### src/rtl/i2lbs_pkg.sv
// Shared types and helpers for the I2LBS scan controller.
package i2lbs_pkg;

  localparam int COORD_W   = 12;
  localparam int MAX_LANES = 16;

  typedef enum logic [1:0] {
    IDLE,
    INSPECT,
    EMIT,
    REQUEST
  } state_t;

  function automatic logic [MAX_LANES-1:0] lane_mask(
    input int n
  );
    logic [MAX_LANES-1:0] m;
    m = '0;
    for (int i = 0; i < MAX_LANES; i++) begin
      if (i < n) m[i] = 1'b1;
    end
    return m;
  endfunction

endpackage

### src/rtl/i2lbs_window_counter.sv
// Window x/y scan position, wrapping at the last full window of a frame.
module i2lbs_window_counter
  import i2lbs_pkg::*;
#(
  parameter int W       = COORD_W,
  parameter int FRAME_W = 10,
  parameter int FRAME_H = 10,
  parameter int WIN_W   = 3,
  parameter int WIN_H   = 3
) (
  input  logic         clk_fpga,
  input  logic         reset_fpga,
  input  logic         advance,
  output logic [W-1:0] x,
  output logic [W-1:0] y,
  output logic         frame_done
);

  localparam logic [W-1:0] X_LAST = W'(FRAME_W - WIN_W - 1);
  localparam logic [W-1:0] Y_LAST = W'(FRAME_H - WIN_H - 1);

  always_ff @(posedge clk_fpga or posedge reset_fpga) begin
    if (reset_fpga) begin
      x          <= '0;
      y          <= '0;
      frame_done <= 1'b0;
    end else begin
      frame_done <= 1'b0;
      if (advance) begin
        if (x == X_LAST) begin
          x <= '0;
          if (y == Y_LAST) begin
            y          <= '0;
            frame_done <= 1'b1;
          end else begin
            y <= y + 1'b1;
          end
        end else begin
          x <= x + 1'b1;
        end
      end
    end
  end

endmodule

### src/rtl/i2lbs_scan_controller.sv
// I2LBS window sequencer: lane dispatch, pass collection, candidate emit.
// Optional INSPECT watchdog enabled by defining I2LBS_WATCHDOG_EN.
module i2lbs_scan_controller
  import i2lbs_pkg::*;
#(
  parameter int NUM_LANES           = 4,
  parameter int DATA_WIDTH_12       = COORD_W,
  parameter int INTEGRAL_WIDTH      = 3,
  parameter int INTEGRAL_HEIGHT     = 3,
  parameter int FRAME_RESIZE_WIDTH  = 10,
  parameter int FRAME_RESIZE_HEIGHT = 10,
  parameter int TIMEOUT_WIDTH       = 10
) (
  input  logic                     clk_fpga,
  input  logic                     reset_fpga,
  input  logic                     i_reach,
  input  logic                     i_integral_ready,
  input  logic                     i_pixel_recieve,
  input  logic [NUM_LANES-1:0]     i_lane_done,
  input  logic [NUM_LANES-1:0]     i_lane_pass,
  input  logic                     i_candidate_ready,
  output logic [NUM_LANES-1:0]     o_lane_start,
  output logic                     o_database_request,
  output logic                     o_pixel_request,
  output logic                     o_candidate_valid,
  output logic [DATA_WIDTH_12-1:0] o_candidate_x,
  output logic [DATA_WIDTH_12-1:0] o_candidate_y,
  output logic [NUM_LANES-1:0]     o_candidate_mask,
  output logic                     o_frame_done,
  output logic                     o_timeout,
  output logic                     o_busy
);

  if (NUM_LANES < 1 || NUM_LANES > MAX_LANES ||
      TIMEOUT_WIDTH < 2) begin : g_bad_cfg
    $error("i2lbs_scan_controller: bad parameters");
  end

  localparam logic [MAX_LANES-1:0] ALL16 = lane_mask(NUM_LANES);
  localparam logic [NUM_LANES-1:0] ALL_LANES = ALL16[NUM_LANES-1:0];

  state_t                     state;
  logic [NUM_LANES-1:0]       done_r;
  logic [NUM_LANES-1:0]       pass_r;
  logic [NUM_LANES-1:0]       done_nx;
  logic [NUM_LANES-1:0]       pass_nx;
  logic                       wd_hit;
  logic                       exit_inspect;
  logic                       advance;
  logic [DATA_WIDTH_12-1:0]   win_x;
  logic [DATA_WIDTH_12-1:0]   win_y;

  // A pass only counts when its lane reports done in the same cycle.
  assign done_nx      = done_r | i_lane_done;
  assign pass_nx      = pass_r | (i_lane_pass & i_lane_done);
  assign exit_inspect = (&done_nx) | wd_hit;
  assign advance      = (state == REQUEST) & i_pixel_recieve;
  assign o_busy       = (state != IDLE);

`ifdef I2LBS_WATCHDOG_EN
  logic [TIMEOUT_WIDTH-1:0] wd_cnt;

  assign wd_hit = (state == INSPECT) && (wd_cnt == '1);

  always_ff @(posedge clk_fpga or posedge reset_fpga) begin
    if (reset_fpga) begin
      wd_cnt    <= TIMEOUT_WIDTH'(1);
      o_timeout <= 1'b0;
    end else begin
      o_timeout <= wd_hit;
      if (state == INSPECT) wd_cnt <= wd_cnt + 1'b1;
      else                  wd_cnt <= TIMEOUT_WIDTH'(1);
    end
  end
`else
  assign wd_hit    = 1'b0;
  assign o_timeout = 1'b0;
`endif

  i2lbs_window_counter #(
    .W       (DATA_WIDTH_12),
    .FRAME_W (FRAME_RESIZE_WIDTH),
    .FRAME_H (FRAME_RESIZE_HEIGHT),
    .WIN_W   (INTEGRAL_WIDTH),
    .WIN_H   (INTEGRAL_HEIGHT)
  ) u_win (
    .clk_fpga   (clk_fpga),
    .reset_fpga (reset_fpga),
    .advance    (advance),
    .x          (win_x),
    .y          (win_y),
    .frame_done (o_frame_done)
  );

  always_ff @(posedge clk_fpga or posedge reset_fpga) begin
    if (reset_fpga) begin
      state              <= IDLE;
      done_r             <= '0;
      pass_r             <= '0;
      o_lane_start       <= '0;
      o_database_request <= 1'b0;
      o_pixel_request    <= 1'b0;
      o_candidate_valid  <= 1'b0;
      o_candidate_x      <= '0;
      o_candidate_y      <= '0;
      o_candidate_mask   <= '0;
    end else begin
      o_lane_start <= '0;
      unique case (state)
        IDLE: begin
          if (i_reach && i_integral_ready) begin
            state              <= INSPECT;
            done_r             <= '0;
            pass_r             <= '0;
            o_lane_start       <= ALL_LANES;
            o_database_request <= 1'b1;
          end
        end
        INSPECT: begin
          done_r <= done_nx;
          pass_r <= pass_nx;
          if (exit_inspect) begin
            o_database_request <= 1'b0;
            if (|pass_nx) begin
              state             <= EMIT;
              o_candidate_valid <= 1'b1;
              o_candidate_x     <= win_x;
              o_candidate_y     <= win_y;
              o_candidate_mask  <= pass_nx;
            end else begin
              state           <= REQUEST;
              o_pixel_request <= 1'b1;
            end
          end
        end
        EMIT: begin
          if (i_candidate_ready) begin
            state             <= REQUEST;
            o_candidate_valid <= 1'b0;
            o_pixel_request   <= 1'b1;
          end
        end
        REQUEST: begin
          if (i_pixel_recieve) begin
            state           <= IDLE;
            o_pixel_request <= 1'b0;
          end
        end
        default: state <= IDLE;
      endcase
    end
  end

endmodule

### config.mk
export PLATFORM = sky130hd
export DESIGN_NAME = i2lbs_scan_controller
export DESIGN_NICKNAME = d
export VERILOG_FILES = /design/src/rtl/i2lbs_pkg.sv /design/src/rtl/i2lbs_window_counter.sv /design/src/rtl/i2lbs_scan_controller.sv
export SDC_FILE = /design/constraint.sdc
export NUM_CORES = 1
export LEC_CHECK = 0
export ABC_AREA = 0
export BUFFER_PORTS_ARGS = -buffer_cell sky130_fd_sc_hd__clkbuf_2
export CAP_MARGIN = 10
export CORE_MARGIN = 4
export CORE_UTILIZATION = 55
export CTS_CLUSTER_DIAMETER = 40
export CTS_CLUSTER_SIZE = 25
export DETAILED_ROUTE_END_ITERATION = 8
export GPL_ROUTABILITY_DRIVEN = 0
export PLACE_DENSITY = 0.87
export SYNTH_ARGS = -nofsm -noshare
export SYNTH_HDL_FRONTEND = slang
export SYNTH_SLANG_ARGS = --single-unit
### constraint.sdc
create_clock -name clk_fpga -period 2.6 [get_ports clk_fpga]
set_input_delay 0 -clock clk_fpga [delete_from_list [all_inputs] [get_ports clk_fpga]]
set_output_delay 0 -clock clk_fpga [all_outputs]
set_load 0.02 [all_outputs]
# == After elaboration in Yosys (flattened, before gate mapping) ==
# Index checks and enable logic that the tools add are counted.
# W data, S select, Z words.
# word_totals
latch_bits,0
mem_bits_ro,0
inputBits,14
out_inout_bits,38
n_memories,0
ramBits,0
reg_bits,70
word_cells,73
# classes
shifts,0
n_div,0
reduce_logical,15
muxes,28
bitwise,4
magnitude_cmp,0
n_eq_ne,11
n_addsub,2
multipliers,0
# op_table
op,n
$add A12 B1 Y12 const B,2
$eq A12 B3 Y1 const B,2
$mux W12,2
$pmux W4 S2,2
$mux W1,13
$mux W4,3
$ne A2 B2 Y1 const B,6
$reduce_and A4 Y1,3
$mux W2,4
$or A4 B4 Y4,2
$pmux W2 S4,1
$reduce_and A6 Y1,1
$reduce_bool A2 Y1,3
$reduce_and A5 Y1,1
$and A4 B4 Y4,1
$eq A2 B2 Y1 const B,2
$pmux W1 S2,2
$reduce_and A2 Y1,2
$reduce_or A4 Y1,1
$pmux W1 S3,1
$reduce_and A3 Y1,1
$reduce_bool A3 Y1,1
$eq A2 B1 Y1 const B,1
$logic_not A2 Y1,1
other kinds (2),2

# == Longest topological paths before layout ==
# depth
word_depth,6
ltp_mapped,7
ltp_nobuf,6

# == By module ==
# From an unflattened synthesis, not the netlist that was laid out.
# unflattened
cells_unflattened,271
hier_area_um2,3185.6
# modules_own_cells
mod,seq_area_each_um2,area_each_um2,cells_each,instances
i2lbs_scan_controller,1051.0,1906.8,143,1
i2lbs_window_counter,625.6,1278.7,128,1

# == Worst setup path before layout ==
# OpenSTA, ideal clock, no wires.
# synth_path
kind,reg-to-reg
start,register u_win.x[0]
end,register u_win.y[10]
stages_incl_launch_ff,7
n_path_buf,0
setup_time_ns,0.123
period_less_slack_ns,1.831
required_time_ns,2.477
arrival_time_ns,1.707
path_slack_ns,0.769
path_cell_list,dfrtp_1 -> inv_1 -> ha_1 -> nor4b_1 -> nand4_1 -> or3_1 -> xnor2_1
# synth_between
elab_chain_cells,2
# synth_lines
item,line_no,source
start: declaration,i2lbs_window_counter.sv:14,"output logic [W-1:0] x,"
start signal: assignment,i2lbs_window_counter.sv:39,x <= x + 1'b1;
$eq A12 B3 Y1,i2lbs_window_counter.sv:30,if (x == X_LAST) begin
$reduce_and A2 Y1 (no line),-,
end signal: assignment,i2lbs_window_counter.sv:36,y <= y + 1'b1;
end: declaration,i2lbs_window_counter.sv:15,"output logic [W-1:0] y,"
# Every way passes these cells.
# A chain may end at the register's enable or synchronous reset.

# == Worst setup path in the final report ==
# layout_path
start,register state[0]
end,register pass_r[3]
# layout_between
elab_chain_cells,3
elab_cells_between_ends,6
cone_classes,2 x eq/ne; 1 x mux; 3 x reduce/logical
# layout_lines
item,line_no,source
start: declaration,i2lbs_scan_controller.sv:42,state_t state;
start signal: assignment,i2lbs_scan_controller.sv:97,state <= IDLE;
start signal: assignment,i2lbs_scan_controller.sv:112,state <= INSPECT;
start signal: assignment,i2lbs_scan_controller.sv:125,state <= EMIT;
$eq A2 B1 Y1 or $logic_not A2 Y1 (tied branches),i2lbs_scan_controller.sv:109,unique case (state)
$reduce_bool A2 Y1 (no line) or $ne A2 B2 Y1 (tied branches),-,
$reduce_and A2 Y1 (no line),-,
end signal: assignment,i2lbs_scan_controller.sv:121,pass_r <= pass_nx;
end: declaration,i2lbs_scan_controller.sv:44,logic [NUM_LANES-1:0] pass_r;
# Several ways; a longest one is shown, not always the timed one.

==> qor.csv <==
stage;metric;value;unit
outcome;status;completed;
power_and_ir_drop;Power Density;984;mW/mm^2
route;final routed DRC violation total;0;
worst_setup_path;CP cell instances;inv_1, ha_1, inv_1, or3_1, a32o_1, dlygate4sd3_1;
clock_tree;Post-CTS Setup Repair Bufs;0;
worst_hold_path;hold path startpoint;i_candidate_ready;
placed_design;port bufs;50;
worst_setup_path;CP Launch Point;state[0];
synthesis;Synth cell types;44;
synthesis;yosys warns;0;
timing;Slew Limit Fails;0;
worst_setup_path;element type at the critical path end;register;
synthesis;Async S/R FF share, synth;1.00;
clock_tree;Bufs on Longest Clock Path;2;
worst_hold_path;Hold Crit Class;input pin to register;
synthesis;Commonest cells post-synth;dfrtp_1 (67), mux2_4 (20), nand2_1 (16);
route;drt pass-1 iters;5;
timing;Final min period;2.39;ns
final_layout;Synth-to-Final Area Change;19.2;%
clock_tree;CTS buffer count;9;
route;average wire per standard cell;16.9;microns
worst_setup_path;slowest stage cell, crit path;dlygate4sd3_1;
timing;final hold vios;0;
die;die width;84;microns
synthesis;biggest area consumer among synthesized cells;dfrtp_1;
synthesis;EDFF count, synth;0;
worst_setup_path;CP top delay family;buffers and inverters;
synthesis;Seq/Total Area, Yosys;0.528;
power_and_ir_drop;Pwr Total;3.73;mW
global_routing;GRT overflow;0;
worst_setup_path;worst path required time;2.82;ns
die;Ports;52;
timing;setup TNS;0;ns
global_routing;vias in the first global route;2357;
timing;fmax;419;MHz
global_routing;first-pass GRT wire length;11.7;mm
final_layout;Nets;342;
timing;part of the cycle the worst path needs;0.918;
synthesis;Main synth FF type;dfrtp_1;
final_layout;share of layout cells above drive strength 1;0.320;
clock_tree;CTS tree;yes;
die;Die Y;84;microns
synthesis;#FFs+latches synth;67;
synthesis;Synth Cell Area;0.00318;sq mm
power_and_ir_drop;P_leak;1.91;nW
synthesis;synth top area cells;dfrtp_1 (53%), mux2_4 (9.5%), xor2_1 (3.3%), ha_1 (3.2%), mux2_2 (2.8%);
route;Routed WL;6.73;mm
clock_tree;Worst-Skew Late Latency;0.34;ns
timing;worst-margin pin slew;0.543;ns
route;Post-DRT Antenna Nets;0;
route;routed vias/inst;5.70;
route;routed vias;2262;
timing;clock skew;0.00392;ns
clock_tree;clock sinks;67;
synthesis;count leader, synth;dfrtp_1;
placed_design;Post-DP HPWL;4.65;mm
worst_setup_path;most used cell, CP;inv_1;
route;initial detailed-routing violation count;130;
global_routing;largest net degree at the start of global routing;38;
clock_tree;H-tree levels;3;
clock_tree;Clock transition at path regs;0.07;ns
timing;relative slew slack;0.638;
worst_setup_path;critical path's largest stage delay;0.56;ns
synthesis;share of Yosys cell area claimed by the top area cell type;0.528;
worst_setup_path;critical path class;register to register;
die;row count;27;
die;CORE AREA;0.00554;sq mm
worst_setup_path;Worst setup SP type;register;
die;initial core utilization;0.573;
worst_setup_path;RR Startpoint;state[0];
synthesis;Mapped Nets;278;
worst_setup_path;largest fanout on the critical path;8;
worst_setup_path;Buf/Inv on CP;3;
timing;RSZ-0062 raised after global routing;false;
final_layout;n_diodes;0;
worst_setup_path;Worst EP arrival;2.61;ns
timing;count of final setup violators;0;
run;Max Cap Viol;0;
power_and_ir_drop;VDD IR max;508;uV
global_routing;initial antenna violation count;0;
synthesis;synthesized area per cell;12.4;sq um
clock_tree;Clock Root Buffer;clkbuf_8;
global_routing;global-route total usage across every layer;0.209;
synthesis;Synth Instances;256;
die;die area;0.00706;sq mm
-- cells by family after synthesis --
kind of cell	count (synthesis)	share of synthesized area
AO/OA/AOI/OAI	38	0.0906
XOR/XNOR	18	0.0496
adder cells (fa/ha/maj)	8	0.0315
buffers and inverters	21	0.0398
flip-flops	67	0.528
multiplexers	28	0.123
other	1	0.00118
AND/OR/NAND/NOR	75	0.137
-- worst paths after layout --
check / to / slack, ns / cells past startpoint
max: pass_r[3] / 0.21 / 6
min: o_candidate_valid / 0.03 / 3
max reg2reg: pass_r[3] / 0.21 / 6
min reg2reg: done_r[1] / 0.51 / 1
max in group asynchronous: u_win.x[3] / 1.73 / 4
min in group asynchronous: o_candidate_y[3] / 0.13 / 3
-- cells in the final DEF (no fill, tap or decap), types with 3 or more instances in the layout --
| cell | instances |
|---|---|
| dfrtp_1 | 67 |
| clkbuf_2 | 50 |
| mux2_4 | 20 |
| nand2_1 | 16 |
| dlygate4sd3_1 | 13 |
| xor2_1 | 12 |
| clkbuf_8 | 12 |
| nor2_1 | 10 |
| nand3_1 | 10 |
| o21ai_0 | 10 |
| nor3_1 | 9 |
| inv_1 | 8 |
| mux2_2 | 8 |
| ha_1 | 8 |
| xnor2_1 | 6 |
| nand4_1 | 6 |
| a32o_1 | 5 |
| nor4_1 | 5 |
| a22o_1 | 4 |
| a21o_1 | 3 |
| and4_1 | 3 |
| a31oi_1 | 3 |
-- layout make-up --
type,count,area (sq um)
Timing Repair Buffer,65,395
Inverter,9,33.8
Fill cell,394,1750
Multi-Input combinational cell,168,1380
Tap cell,72,90.1
Clock buffer,13,169
Clock inverter,3,45.0
Sequential cell,67,1680
-- routing by layer --
metal  vias to the layer above  routed length [microns]  track usage
li1                       1060                        -            -
met2                        87                     3300        0.340
met3                        13                      396       0.0592
met1                      1102                     2930        0.265
met4                         0                      109       0.0789
met5                         -                        0            0
-- tightest hold or removal path: stages --
cell and delay, ns:
clkbuf_2 0.12, o2111ai_1 0.09, a32o_1 0.12
-- per-stage QoR --
stage,std cells,util,setup slack [ns],area (sq um),hold slack (ns)
global placement,368,0.621,0.556,3440,-0.0657
floorplan,256,-,0.769,3180,0.140
CTS,397,0.683,0.197,3780,0.0157
detailed placement,368,0.621,0.500,3440,-0.0610
finish,397,0.684,0.214,3790,0.0301
global route,397,0.684,0.0628,3790,0.0729
-- registers in the layout (all words and copies together), names as in the netlist --
| register | cells |
|---|---|
| u_win.x | 12 |
| o_lane_start | 1 |
| o_database_request | 1 |
| u_win.y | 12 |
| o_candidate_y | 12 |
| o_candidate_valid | 1 |
| done_r | 4 |
| o_candidate_mask | 4 |
| o_pixel_request | 1 |
| u_win.frame_done | 1 |
| state | 2 |
| o_candidate_x | 12 |
| pass_r | 4 |
-- repair_timing --
action / in CTS / in global routing
endpoints found under the hold margin: 39 / 0
resized for setup: 0 / 1
hold buffers: 13 / 0
setup endpoints to repair: 0 / 2
-- power by group --
group	switching, mW	internal, mW	total, mW
logic	0.714	0.613	1.33
registers	0.207	1.28	1.48
clock network	0.394	0.522	0.916
total	1.32	2.41	3.73
No activity file was read; power rests on OpenSTA's default activity.
